$ cat config.mk
export PLATFORM = sky130hd
export DESIGN_NAME = sumador_pipe
export DESIGN_NICKNAME = d
export VERILOG_FILES = /design/src/rtl/sumador_pipe_pkg.sv /design/src/rtl/sumador_etapa.sv /design/src/rtl/sumador_pipe.sv
export SDC_FILE = /design/constraint.sdc
export NUM_CORES = 1
export LEC_CHECK = 0
export CAP_MARGIN = 20
export CORE_MARGIN = 2
export CORE_UTILIZATION = 53
export CTS_CLUSTER_SIZE = 24
export DETAILED_ROUTE_END_ITERATION = 10
export HOLD_SLACK_MARGIN = 0.1
export PLACE_DENSITY = 0.69
export SLEW_MARGIN = 20
export SYNTH_ARGS = -nofsm -noshare
export SYNTH_HDL_FRONTEND = slang
export SYNTH_SLANG_ARGS = --single-unit
$ cat constraint.sdc
create_clock -name CLK -period 28.9 [get_ports CLK]
set_clock_uncertainty 0.1 [all_clocks]
set_input_delay 2.89 -clock CLK [delete_from_list [all_inputs] [get_ports CLK]]
set_output_delay 2.89 -clock CLK [all_outputs]
set_load 0.005 [all_outputs]
$ cat src/rtl/sumador_pipe_pkg.sv
// Shared definitions for the pipelined adder/subtractor: mode encodings,
// slice width and a small mode-classification helper.
package sumador_pipe_pkg;

    localparam int unsigned SLICE_W = 4;

    typedef enum logic [1:0] {
        MODO_SUMA     = 2'b00,
        MODO_RESTA    = 2'b01,
        MODO_MANTENER = 2'b10,
        MODO_LIMPIAR  = 2'b11
    } modo_t;

    // True for the modes that carry an arithmetic operation into the pipe.
    function automatic logic es_operacion(input modo_t m);
        return (m == MODO_SUMA) || (m == MODO_RESTA);
    endfunction

endpackage

$ cat src/rtl/sumador_etapa.sv
// One registered 4-bit slice of the pipelined adder/subtractor. The slice
// adds a + b (or a + ~b when resta) + carry_in and registers the result,
// raw carry, valid and mode. Data/carry/mode only load for valid input so a
// bubble leaves the previous result in place; valid always advances.
module sumador_etapa
    import sumador_pipe_pkg::*;
(
    input  logic               clk,
    input  logic               rst,
    input  logic               enb,
    input  logic               clr,
    input  logic [SLICE_W-1:0] a,
    input  logic [SLICE_W-1:0] b,
    input  logic               carry_in,
    input  logic               valid_in,
    input  logic               mode_in,
    output logic [SLICE_W-1:0] sum,
    output logic               carry_out,
    output logic               valid_out,
    output logic               mode_out
);

    logic [SLICE_W-1:0] b_eff;
    logic [SLICE_W:0]   total;

    // Slice arithmetic: subtraction inverts b, borrow handling is in carry_in.
    always_comb begin
        b_eff = mode_in ? ~b : b;
        total = {1'b0, a} + {1'b0, b_eff} + {{SLICE_W{1'b0}}, carry_in};
    end

    // Slice register: clear wipes everything, bubbles only move the valid bit.
    always_ff @(posedge clk or posedge rst) begin
        if (rst) begin
            sum       <= '0;
            carry_out <= 1'b0;
            valid_out <= 1'b0;
            mode_out  <= 1'b0;
        end else if (enb) begin
            if (clr) begin
                sum       <= '0;
                carry_out <= 1'b0;
                valid_out <= 1'b0;
                mode_out  <= 1'b0;
            end else begin
                valid_out <= valid_in;
                if (valid_in) begin
                    sum       <= total[SLICE_W-1:0];
                    carry_out <= total[SLICE_W];
                    mode_out  <= mode_in;
                end
            end
        end
    end

endmodule

$ cat src/rtl/sumador_pipe.sv
// Pipelined WIDTH-bit adder/subtractor built from WIDTH/4 registered 4-bit
// slices. Upper operand slices ride along right-shifted so the next slice is
// always in the low nibble; finished result slices are shifted in from the
// top so the full result lines up at the last stage. WIDTH must be a
// multiple of 4 and at least 4.
module sumador_pipe
    import sumador_pipe_pkg::*;
#(
    parameter int unsigned WIDTH = 32
) (
    input  logic             CLK,
    input  logic             RST,
    input  logic             ENB,
    input  logic [1:0]       MODO,
    input  logic             VALID_IN,
    input  logic [WIDTH-1:0] A,
    input  logic [WIDTH-1:0] B,
    input  logic             RCI,
    output logic [WIDTH-1:0] Q,
    output logic             RCO,
    output logic             VALID_OUT
);

    localparam int unsigned ETAPAS = WIDTH / SLICE_W;

    modo_t modo;
    logic  limpiar;
    logic  acepta;
    logic  resta0;

    logic [SLICE_W-1:0] a_in    [ETAPAS];
    logic [SLICE_W-1:0] b_in    [ETAPAS];
    logic               c_in    [ETAPAS];
    logic               v_in    [ETAPAS];
    logic               m_in    [ETAPAS];
    logic [SLICE_W-1:0] sum_s   [ETAPAS];
    logic               carry_s [ETAPAS];
    logic               valid_s [ETAPAS];
    logic               resta_s [ETAPAS];

    logic [WIDTH-1:0] pa_src  [ETAPAS];
    logic [WIDTH-1:0] pb_src  [ETAPAS];
    logic [WIDTH-1:0] res_src [ETAPAS];
    logic [WIDTH-1:0] pa      [ETAPAS];
    logic [WIDTH-1:0] pb      [ETAPAS];
    logic [WIDTH-1:0] res     [ETAPAS];

    // Mode decode; hold and clear never inject a valid operation.
    always_comb begin
        modo    = modo_t'(MODO);
        limpiar = (modo == MODO_LIMPIAR);
        resta0  = (modo == MODO_RESTA);
        acepta  = VALID_IN && es_operacion(modo);
    end

    // Stage inputs: stage 0 from the ports, stage k from stage k-1 registers.
    // Subtraction enters as A + ~B + !RCI, so the borrow-in is inverted here.
    always_comb begin
        pa_src[0]  = A;
        pb_src[0]  = B;
        res_src[0] = '0;
        c_in[0]    = RCI ^ resta0;
        v_in[0]    = acepta;
        m_in[0]    = resta0;
        for (int unsigned i = 1; i < ETAPAS; i++) begin
            pa_src[i]  = pa[i-1];
            pb_src[i]  = pb[i-1];
            res_src[i] = (res[i-1] >> SLICE_W)
                       | (WIDTH'(sum_s[i-1]) << (WIDTH - SLICE_W));
            c_in[i]    = carry_s[i-1];
            v_in[i]    = valid_s[i-1];
            m_in[i]    = resta_s[i-1];
        end
        for (int unsigned i = 0; i < ETAPAS; i++) begin
            a_in[i] = pa_src[i][SLICE_W-1:0];
            b_in[i] = pb_src[i][SLICE_W-1:0];
        end
    end

    // Operand delay and result alignment registers, loaded with their stage.
    always_ff @(posedge CLK or posedge RST) begin
        if (RST) begin
            for (int unsigned i = 0; i < ETAPAS; i++) begin
                pa[i]  <= '0;
                pb[i]  <= '0;
                res[i] <= '0;
            end
        end else if (ENB) begin
            for (int unsigned i = 0; i < ETAPAS; i++) begin
                if (limpiar) begin
                    pa[i]  <= '0;
                    pb[i]  <= '0;
                    res[i] <= '0;
                end else if (v_in[i]) begin
                    pa[i]  <= pa_src[i] >> SLICE_W;
                    pb[i]  <= pb_src[i] >> SLICE_W;
                    res[i] <= res_src[i];
                end
            end
        end
    end

    for (genvar k = 0; k < ETAPAS; k++) begin : g_etapa
        sumador_etapa u_etapa (
            .clk       (CLK),
            .rst       (RST),
            .enb       (ENB),
            .clr       (limpiar),
            .a         (a_in[k]),
            .b         (b_in[k]),
            .carry_in  (c_in[k]),
            .valid_in  (v_in[k]),
            .mode_in   (m_in[k]),
            .sum       (sum_s[k]),
            .carry_out (carry_s[k]),
            .valid_out (valid_s[k]),
            .mode_out  (resta_s[k])
        );
    end

    // Outputs come straight from the last stage; borrow-out is the inverted carry.
    always_comb begin
        Q = (res[ETAPAS-1] >> SLICE_W)
          | (WIDTH'(sum_s[ETAPAS-1]) << (WIDTH - SLICE_W));
        RCO       = carry_s[ETAPAS-1] ^ resta_s[ETAPAS-1];
        VALID_OUT = valid_s[ETAPAS-1];
    end

endmodule
## Word-level counts from Yosys, hierarchy flattened

Cells that the tools add are included.

- Bits in registers: 536
- Input bits: 71

- Equal/unequal tests: 2
- Reductions and logical operators: 19
- Add/sub/neg operators: 16
- Bitwise logic cells: 18
- Muxes and demuxes: 108

Operators by type and width:

| kind | number |
|---|---|
| 32-bit two-way mux | 16 |
| 28-bit by 32-bit bitwise OR with 32-bit output | 8 |
| 28-bit two-way mux | 4 |
| 4-bit two-way mux | 28 |
| 24-bit two-way mux | 4 |
| 20-bit two-way mux | 4 |
| 16-bit two-way mux | 4 |
| 12-bit two-way mux | 4 |
| 4-bit by 4-bit adder with 5-bit output | 8 |
| 5-bit by 1-bit adder with 5-bit output | 8 |
| 1-bit two-way mux | 40 |
| 8-bit two-way mux | 4 |
| 4-bit inverter | 8 |
| 2-bit AND reduction | 8 |
| 2-bit nonzero test | 8 |
| 2-bit by 1-bit equality test with 1-bit output, second input constant | 1 |
| 2-bit equality test, second input constant | 1 |
| 2-bit zero test | 1 |
| 1-bit XOR | 2 |
| 1-bit logical AND | 1 |
| 1-bit logical OR | 1 |

## Longest topological paths before layout

- Word-level depth: 6
- Depth in mapped cells: 10
- Mapped depth without buffers: 9

## Cells and area by module

Synthesis repeated with hierarchy kept, for this count alone.

- Cells, all modules: 1700
- Area total of the unflattened synthesis: 18405.2 µm²

By module, submodules not included:

| module | cells each | seq. area each (µm²) | instances | area each (µm²) |
|---|---|---|---|---|
| sumador_pipe | 1284 | 8408.1 | 1 | 14541.4 |
| sumador_etapa | 52 | 175.2 | 8 | 483.0 |

## Worst setup path before layout

Ideal clock, no wire load.

- Path type: input to register
- Start point: in MODO[1]
- End point: reg g_etapa[0].u_etapa.carry_out
- Data required time: 28.677 ns
- Arrival time: 4.416 ns
- Stages on the path: 10
- Buffers on the path: 1
- Setup time: 0.123 ns
- Path slack: 24.261 ns
- Cell sequence: nand2b_1 > clkbuf_1 > xnor2_1 > fa_1 > inv_1 > fa_1 > inv_1 > a21o_1 > a21oi_1 > o21ai_1

- Cells in the longest elaborated chain, start to end: 6

Ends and longest elaborated chain:

| item | RTL line | RTL |
|---|---|---|
| start: declaration | sumador_pipe.sv:14 | `input logic [1:0] MODO,` |
| 2-bit by 1-bit equality test with 1-bit output | sumador_pipe_pkg.sv:16, sumador_pipe.sv:52 |  |
| 4-bit two-way mux | sumador_etapa.sv:28 | `b_eff = mode_in ? ~b : b;` |
| 4-bit by 4-bit adder with 5-bit output | sumador_etapa.sv:29 | `total = {1'b0, a} + {1'b0, b_eff} + {{SLICE_W{1'b0}}, carry_in};` |
| 5-bit by 1-bit adder with 5-bit output | sumador_etapa.sv:29 |  |
| 1-bit two-way mux | sumador_etapa.sv:47 | `if (valid_in) begin` |
| 1-bit two-way mux | sumador_etapa.sv:40 | `if (clr) begin` |
| end signal: assignment | sumador_etapa.sv:49 | `carry_out <= total[SLICE_W];` |
| end: declaration | sumador_etapa.sv:18 | `output logic carry_out,` |

Several ways; a longest one is shown, not always the timed one. The select of a mux whose other input is x is not followed.
A chain may end at the register's enable or synchronous reset.

==> metrics.txt <==
result of the run finished, final reports clean; kind of launch point of the worst setup path input pin; Die Area 30900 sq um; final standard cell count with taps included and fillers excluded 1603; first drt pass iteration count 5; fillers 2226; FMAX 183 MHz; Post-CTS Hold Buffers 0; initial antenna violation count 0; MaxCap Viol Count 0; Critical Path RT 29320 ps; DR vias 8959; minimum hold slack 381 ps; number of resized instances in the post-cts repair step 0; first-pass GRT wire length 46700 microns; number of top-level pins 105; placed wire-length estimate after detailed placement 18500 microns; H-Tree Level Count 2; insertion delay to the later sink of the worst-skew pair 530 ps; worst-margin pin slew 979 ps; number of endpoints with negative hold slack in the final report 0; final sum of negative setup slack 0 ps; Syn Std Cell Area 15600 sq um; CTS tree done; cell row count 62; total clock buffers created by CTS 40; residual DRC count 0; CP endpoint kind async pin; post-layout min period 5460 ps; Worst Path Class, Setup input pin to async pin; area of all sequential standard cells 9810 sq um; initial DRC count 696; share of the yosys chip area belonging to registers 62.8%; global-route usage over all layers 18.4%; Final Net Count 1300; Core Footprint 28900 sq um; total instance count after detailed placement 1530; data arrival time of the worst path 5880 ps; Port Buf Inserts 104; Min-Delay Path Class flip-flop to flip-flop; number of failing setup endpoints in the final timing report 0; Clk pin slew, worst setup/hold paths 60 ps; wire length reported by the detailed router 27500 microns; Placed Instance Area 16500 sq um; GRT overflow 0; Routed WL per cell 17.1 microns; die height 176 microns; summed area of non-filler cells in the final layout 17900 sq um; Synth Register Bits 392; root buf cell clkbuf_16; Worst IR Drop VDD 0.0433 mV; clock buffer depth 3; area delta synth->final 14.7%; pin count of the biggest net entering global routing 174; Slew Viols, Final 0; die boundary width 176 microns; synthesized netlist net count 1257; syn_area_per_cell 13.6 sq um; fraction of final layout cells sized beyond drive strength 1 7.88%; antenna diode instance count 0; via count of the first global-routing pass 8684; final RePlAce weighted congestion 0.765; crit path max fanout 173; normalized max-slew margin 34.7%; Post-Synthesis Cells 1146; count of cell types in the netlist 26; final cycle utilization of the critical path 18.9%; fraction of the core area covered by cells at the end of the flow 62.1%; average via count per standard cell 5.59; Initial Utilization 54.1%; Post-DRT Antenna Nets 0; Synth Warn # 0; area of the multi-input gates 4900 sq um; setup repair after global routing missed its margin no; CTS sink cnt 392; Post-CTS Repair Setup Buffers 0; Pwr per Cell Area 67.9 nW/um^2; Leak 0.00866 uW
[final timing paths]
kind                                                       endpoint  slack (ps)                                    start  cells after the start
min in group asynchronous   g_etapa[7].u_etapa.mode_out$_DFFE_PP0P_        2900                                      RST                      2
min                           g_etapa[7].u_etapa.sum[0]$_DFFE_PP0P_         380    g_etapa[7].u_etapa.sum[0]$_DFFE_PP0P_                      2
min reg2reg                   g_etapa[7].u_etapa.sum[0]$_DFFE_PP0P_         380    g_etapa[7].u_etapa.sum[0]$_DFFE_PP0P_                      2
max                           g_etapa[2].u_etapa.sum[3]$_DFFE_PP0P_       23440                                      RST                      4
max in group CLK           g_etapa[0].u_etapa.carry_out$_DFFE_PP0P_       24180                                  MODO[1]                     10
max reg2reg                g_etapa[1].u_etapa.carry_out$_DFFE_PP0P_       26790  g_etapa[0].u_etapa.mode_out$_DFFE_PP0P_                      7
[per-stage QoR]
stage | setup slack [ps] | power (uW)
floorplan | 15010 | 674
global placement | 22850 | 702
detailed placement | 22810 | 706
CTS | 23360 | 1230
global route | 22950 | 1270
finish | 23440 | 1220
[where the power goes]
group,switching (uW),total (uW),internal [uW]
registers,22.9,602,579
clock network,204,523,318
logic,50.2,92.8,42.6
[Yosys cell counts]
cell	n	area [sq um]
inv_1	48	180
o21ai_0	5	25.0
and2_4	1	8.76
o21ai_4	4	65.1
fa_1	16	320
buf_8	1	15.0
and3_1	7	43.8
nand2b_1	1	6.26
dfrtp_1	392	9810
o21ai_1	47	235
buf_4	38	285
xor2_1	31	272
and2_1	2	12.5
a21oi_1	16	80.1
a22o_1	345	3020
xnor2_1	19	166
nor2b_2	1	8.76
buf_6	11	124
nand2_1	55	206
clkbuf_1	16	60.1
ha_1	24	300
a21o_1	9	67.6
o21ai_2	4	35.0
nand3b_1	2	15.0
buf_2	50	250
clkbuf_2	1	5.00
[placed cells by master, fill, tap and decap left out, types with 19 or more instances in the layout]
cell and n:
dfrtp_1 392, ha_1 24, inv_1 47, clkdlybuf4s50_1 104
xor2_1 31, nand2_1 55, clkbuf_16 41, xnor2_1 19
a22o_1 345, o21ai_1 47
[state kept, by name, summed over array words and instances (netlist names)]
| signal | cells |
|---|---|
| g_etapa.u_etapa.sum | 32 |
| pa | 84 |
| g_etapa.u_etapa.valid_out | 8 |
| g_etapa.u_etapa.carry_out | 8 |
| b_in | 28 |
| g_etapa.u_etapa.mode_out | 8 |
| res | 112 |
| pb | 84 |
| a_in | 28 |
[cells by family (layout without fill, tap and decap cells)]
group,count (synthesis),after routing,synth area share [%]
compound gates,430,430,22.6
xor+xnor,50,50,2.80
fa+ha+maj,40,40,3.97
buf+inv,165,238,5.89
flops,392,392,62.8
simple gates,69,69,1.93
[worst max-delay path, cell delays in order]
cell and delay, ps:
clkdlybuf4s50_1 490, inv_8 690, buf_12 640, buf_4 830
[cell type report]
class / instances / share of cell area, %
tap: 384 / 2.68
clock inverter: 22 / 1.42
multi-input combinational: 589 / 27.4
clock buffer: 50 / 6.19
inverter: 48 / 1.05
sequential: 392 / 54.7
timing repair buffer: 118 / 6.58
[routing by layer]
metal / track usage (%) / vias to the layer above / share of wire [%]
li1: - / 4307 / -
met1: 29.8 / 4409 / 52
met2: 26.1 / 211 / 42
met3: 3.16 / 32 / 4.3
met4: 4.13 / 0 / 1.5
met5: 0 / - / 0
(Power assumes the default switching activity.)
